### src/rtl/boss_contact_damage.sv
// ---------------------------------------------------------------------------
// boss_contact_damage
//
// Player-vs-boss contact damage for the boss fight.
//
// A registered bounding-box overlap test between the player sprite and the
// boss sprite feeds a small four-state machine:
//   IDLE   - before the first game_start; no damage is taken
//   ALIVE  - a frame tick with contact removes HP
//   INVULN - a post-hit grace window counted in frame ticks
//   DEAD   - HP exhausted; only game_start (or rst) leaves this state
//
// Parameters
//   MAX_HP        player hit points at fight start (fits in 4 bits)
//   CONTACT_DMG   HP removed per contact hit
//   INVULN_FRAMES frame ticks of invulnerability after a hit
//   ENRAGE_HP     boss_hp threshold for doubled damage (enrage build only)
//
// Ports
//   clk, rst                 clock, asynchronous active-high reset
//   frame_tick               one-cycle pulse per video frame
//   game_active[1:0]         2'b01 while the fight is running
//   game_start               one-cycle pulse starting a new fight
//   char_x/char_y            player sprite centre
//   char_hgt/char_lng        player sprite full height / length
//   boss_x/boss_y            boss sprite centre
//   boss_hgt/boss_lng        boss sprite full height / length
//   boss_hp[6:0]             current boss HP (0 means the boss is down)
//   char_hp[3:0]             current player HP
//   char_hit                 one-cycle pulse when damage is applied
//   invuln                   high while invulnerable
//   char_dead                high while dead
//
// Build option
//   BOSS_CONTACT_ENRAGE_EN   when defined, contact damage doubles while
//                            0 < boss_hp <= ENRAGE_HP
// ---------------------------------------------------------------------------
module boss_contact_damage #(
    parameter int MAX_HP        = 8,
    parameter int CONTACT_DMG   = 1,
    parameter int INVULN_FRAMES = 60,
    parameter int ENRAGE_HP     = 32
) (
    input  logic        clk,
    input  logic        rst,
    input  logic        frame_tick,
    input  logic [1:0]  game_active,
    input  logic        game_start,
    input  logic [11:0] char_x,
    input  logic [11:0] char_y,
    input  logic [11:0] char_hgt,
    input  logic [11:0] char_lng,
    input  logic [11:0] boss_x,
    input  logic [11:0] boss_y,
    input  logic [11:0] boss_hgt,
    input  logic [11:0] boss_lng,
    input  logic [6:0]  boss_hp,
    output logic [3:0]  char_hp,
    output logic        char_hit,
    output logic        invuln,
    output logic        char_dead
);

    localparam int          CW         = (INVULN_FRAMES > 1) ? $clog2(INVULN_FRAMES) : 1;
    localparam logic [CW-1:0] CNT_LOAD = CW'(INVULN_FRAMES - 1);
    localparam logic [3:0]  HP_START   = 4'(MAX_HP);
    localparam logic [4:0]  DMG_BASE   = 5'(CONTACT_DMG);
    localparam logic [4:0]  DMG_ENRAGE = 5'(2 * CONTACT_DMG);
    localparam logic [7:0]  ENRAGE_LIM = (ENRAGE_HP > 127) ? 8'd127 : 8'(ENRAGE_HP);

`ifdef BOSS_CONTACT_ENRAGE_EN
    localparam bit ENRAGE_BUILD = 1'b1;
`else
    localparam bit ENRAGE_BUILD = 1'b0;
`endif

    typedef enum logic [1:0] {IDLE, ALIVE, INVULN, DEAD} state_t;

    state_t          state_q, state_d;
    logic [CW-1:0]   cnt_q, cnt_d;
    logic [3:0]      hp_q, hp_d;
    logic            hit_q, hit_d;
    logic            overlap_q, overlap_d;

    // Box overlap on doubled centre distance so full sizes can be used
    // directly; 13 bits hold both 2*|d| and the size sums without wrap.
    logic [11:0] dx, dy;
    logic [12:0] dx2, dy2, sum_lng, sum_hgt;

    assign dx      = (boss_x >= char_x) ? (boss_x - char_x) : (char_x - boss_x);
    assign dy      = (boss_y >= char_y) ? (boss_y - char_y) : (char_y - boss_y);
    assign dx2     = {dx, 1'b0};
    assign dy2     = {dy, 1'b0};
    assign sum_lng = {1'b0, boss_lng} + {1'b0, char_lng};
    assign sum_hgt = {1'b0, boss_hgt} + {1'b0, char_hgt};
    assign overlap_d = (dx2 < sum_lng) && (dy2 < sum_hgt);

    // Damage amount; ENRAGE_BUILD folds to a constant so the default
    // build carries only the base damage path.
    logic       in_enrage;
    logic [4:0] dmg;

    assign in_enrage = (boss_hp != 7'd0) && ({1'b0, boss_hp} <= ENRAGE_LIM);
    assign dmg       = (ENRAGE_BUILD && in_enrage) ? DMG_ENRAGE : DMG_BASE;

    always_comb begin
        state_d = state_q;
        cnt_d   = cnt_q;
        hp_d    = hp_q;
        hit_d   = 1'b0;

        if (game_start) begin
            // A new fight wins over any frame tick in the same cycle.
            state_d = ALIVE;
            cnt_d   = '0;
            hp_d    = HP_START;
        end else if (game_active == 2'b01) begin
            unique case (state_q)
                ALIVE: begin
                    if (frame_tick && overlap_q && (boss_hp != 7'd0)) begin
                        hit_d   = 1'b1;
                        hp_d    = ({1'b0, hp_q} <= dmg) ? 4'd0 : (hp_q - dmg[3:0]);
                        cnt_d   = CNT_LOAD;
                        state_d = (hp_d == 4'd0) ? DEAD : INVULN;
                    end
                end
                INVULN: begin
                    if (frame_tick) begin
                        if (cnt_q == '0) begin
                            state_d = ALIVE;
                        end else begin
                            cnt_d = cnt_q - 1'b1;
                        end
                    end
                end
                default: begin
                    // IDLE and DEAD hold until game_start
                end
            endcase
        end
    end

    always_ff @(posedge clk or posedge rst) begin
        if (rst) begin
            state_q   <= IDLE;
            cnt_q     <= '0;
            hp_q      <= HP_START;
            hit_q     <= 1'b0;
            overlap_q <= 1'b0;
        end else begin
            state_q   <= state_d;
            cnt_q     <= cnt_d;
            hp_q      <= hp_d;
            hit_q     <= hit_d;
            overlap_q <= overlap_d;
        end
    end

    assign char_hp   = hp_q;
    assign char_hit  = hit_q;
    assign invuln    = (state_q == INVULN);
    assign char_dead = (state_q == DEAD);

endmodule

### config.mk
export PLATFORM = sky130hd
export DESIGN_NAME = boss_contact_damage
export DESIGN_NICKNAME = d
export VERILOG_FILES = /design/src/rtl/boss_contact_damage.sv
export SDC_FILE = /design/constraint.sdc
export NUM_CORES = 1
export LEC_CHECK = 0
export CAP_MARGIN = 5
export CORE_MARGIN = 2
export CORE_UTILIZATION = 56
export DETAILED_ROUTE_END_ITERATION = 16
export DONT_BUFFER_PORTS = 1
export PLACE_DENSITY = 0.79
export SKIP_LAST_GASP = 1
export SLEW_MARGIN = 20
export SYNTH_ARGS = -nofsm -noshare
export SYNTH_HDL_FRONTEND = slang
export SYNTH_SLANG_ARGS = --single-unit
### constraint.sdc
create_clock -name clk -period 2.1 [get_ports clk]
set_clock_uncertainty 0.2 [all_clocks]
set_input_delay 0.21 -clock clk [delete_from_list [all_inputs] [get_ports clk]]
set_output_delay 0.21 -clock clk [all_outputs]
set_load 0.02 [all_outputs]
==> impl_metrics.tcl <==
set metrics [dict create \
    netlist_instances 572 \
    p_per_area_nw_per_um2 445 \
    fin_area_sq_um 5680 \
    grt_pass1_wl_um 19200 \
    drive_gt1_share_pct 26.6 \
    r2r_setup_slack_ns 0.17 \
    yosys.area.top_type "ha_1" \
    ir_drop_mv 0.200 \
    grt_max_degree 15 \
    critPathRequiredTime_ns 2.08 \
    crit_start "boss_x[0]" \
    fin_hold_ws_ns 0.103 \
    timing.rr.start "state_q[0]" \
    synth_top_area_share_pct 28.1 \
    rr_endpoint "cnt_q[1]" \
    clkLatencyLatePin_ns 0.25 \
    hold_path_end "char_hit" \
    final_common_cell "buf_4" \
    remaining_drc_errors 0 \
    fp-row-count 32 \
    yosysWarnings 0 \
    cts_root_buf "clkbuf_8" \
    cp-start-kind "input port" \
    syn_area_per_cell_sq_um 7.63 \
    fin_ws_ns -0.871 \
    period_needed_ns 2.97 \
    min-delay-start "frame_tick" \
    ff2ff_path_depth 7 \
    io_buffers 0 \
    synth_area_leaders "ha_1 (28%), dfrtp_1 (7.4%), a21oi_1 (7.1%)" \
    timing.final.crit_share_pct 141 \
    grtUsageTotal_pct 26.5 \
    die_h_um 92.3 \
    antenna_found_initial 0 \
    synth_seq_cells 14 \
    path_clk_slew_ns 0.06 \
    cp-end-kind "flop" \
    most-common-layout-cells "buf_4 (137), ha_1 (94), inv_1 (67)" \
    worstPathArrival_ns 2.95 \
    synth_flop_cell "dfrtp_1" \
    routedWlPerCell_um 14.5 \
    synth_edf_count 0 \
    violations "setup timing" \
    maxSlewViolCount 0 \
    maxSlewHeadroom_pct 65.0 \
    diodes 0 \
    route.vias.total 4578 \
    leakage_nw 2.98 \
    async_reset_ff_share_pct 100 \
    hpwl_um 9640 \
    fmax_mhz 337 \
    globalRouteOverflowTotal 0 \
    ys_seq_area_share_pct 8.05 \
    cts_tree "yes" \
    pin_count 116 \
    ys_types 53 \
    initial_utilization_pct 57.1 \
    rsz0062_at_grt "true" \
    setup_viol 1 \
    first_global_vias 4717 \
    finalPower_mw 2.53 \
    worstHoldPathCells 3 \
    stdcell_count 802 \
    syn-num-nets 785 \
    h-tree-depth 1 \
    finalSetupTns_ns -0.871 \
    dr.pass1.iters 4 \
    syn2layout_area_growth_pct 30.1 \
    postPlaceCellArea_sq_um 5380 \
    critPathMaxFanout 8 \
    gp_congestion 0.906 \
    hold_violations 0 \
    die_x_um 92.3 \
    status "finished with violations" \
    worst-setup-path-type "input port to flop" \
    layout.nets 914 \
    dp_cells 780 \
    min_path_type "input port to flop" \
    viasPerCell 5.71 \
    postRouteAntennaNets 0 \
    cts_made_buffers 3 \
    drv_cap 0 \
    tightest_slew_ns 0.524 \
    cts_buffer_depth 2 \
    cts.sinks 14 \
    wl_um 11600 \
    die-area_sq_um 8520 \
    core_sq_um 7650 \
    drt_iter0_drc 122 \
    synth_area_sq_um 4370 \
]
-- synthesized netlist by cell type, types with 3 or more instances --
cell,count
ha_1,98
inv_1,72
a21oi_1,62
o21ai_0,37
nor2_1,36
nand2_1,22
xnor2_1,20
xor2_1,20
a21o_1,18
mux2i_1,15
nand2b_1,15
dfrtp_1,13
nor3_1,12
clkbuf_1,11
nor2b_1,11
nand3_1,10
a211oi_1,8
o21a_1,8
o21bai_1,8
a211o_1,6
fa_1,6
a31oi_1,5
nand4_1,5
o211ai_1,5
and2_1,4
buf_6,4
o21ai_1,4
a221o_1,3
mux2_2,3
or3_1,3
-- sequential cells by signal (all words and copies together) (netlist names) --
register / cells
char_hp: 4
cnt_q: 6
state_q: 2
char_hit: 1
overlap_q: 1
-- through the flow --
stage               util [%]  setup WS [ns]
global placement        70.4          -1.14
CTS                     73.6         -0.832
finish                  74.3         -0.871
floorplan                  -         -0.915
global route            74.3          -1.03
detailed placement      70.4          -1.31
-- critical path, cell delays in order --
cell and delay, ns:
inv_6 0.03, ha_4 0.12, inv_2 0.04, fa_2 0.37, a211oi_2 0.23, nor2_1 0.11, o21ai_1 0.13, a21oi_1 0.08
o22a_2 0.28, buf_4 0.17, mux2i_1 0.20, xnor2_1 0.16, ha_1 0.26, a21oi_1 0.13, nor2b_1 0.06, o21ai_1 0.11
nand3_1 0.13, a21oi_2 0.13
-- cell type report --
cell class                 count  area, sq um
sequential                    14          352
inverter                      72          288
fill                         564         1960
tap                          102          128
multi-input combinational    469         3780
clock buffer                   4         55.1
timing repair buffer         141         1080
-- worst max path at each step --
stage | end | slack [ns] | cells past startpoint
detailed placement | overlap_q | -1.31 | 16
floorplan | overlap_q | -0.91 | 20
finish | overlap_q | -0.87 | 18
CTS | overlap_q | -0.83 | 18
global route | overlap_q | -1.03 | 18
global placement | overlap_q | -1.14 | 18
-- layer usage --
metal	part of all wire (%)	vias up	global-route usage, %
li1	-	2261	-
met4	2.4	0	8.83
met5	0	-	0
met1	41	2129	29.8
met2	52	157	51.0
met3	4.7	31	3.50
-- timing repair --
item | in CTS | in global routing
setup buffers | 13 | 3
gates resized for setup | 24 | 10
endpoints found under the setup margin | 1 | 3
pin swaps | 29 | 14
hold endpoints to repair | 26 | 0
hold buffers | 2 | 0
-- cell families after synthesis --
kind of cell / count (synthesis) / synth area share, %
flip-flops: 14 / 8.05
adder cells (fa/ha/maj): 104 / 30.8
XOR/XNOR: 40 / 8.02
AO/OA/AOI/OAI: 179 / 25.9
buffers and inverters: 89 / 8.40
multiplexers: 18 / 4.21
AND/OR/NAND/NOR: 128 / 14.6
-- report_power, final --
part           internal (mW)  switching [mW]  leakage [nW]  total (mW)
Sequential             0.295          0.0270         0.185       0.322
Clock                  0.166          0.0976        0.0288       0.264
Combinational          0.990           0.950          2.76        1.94
Power figures use the tool's default switching activity.
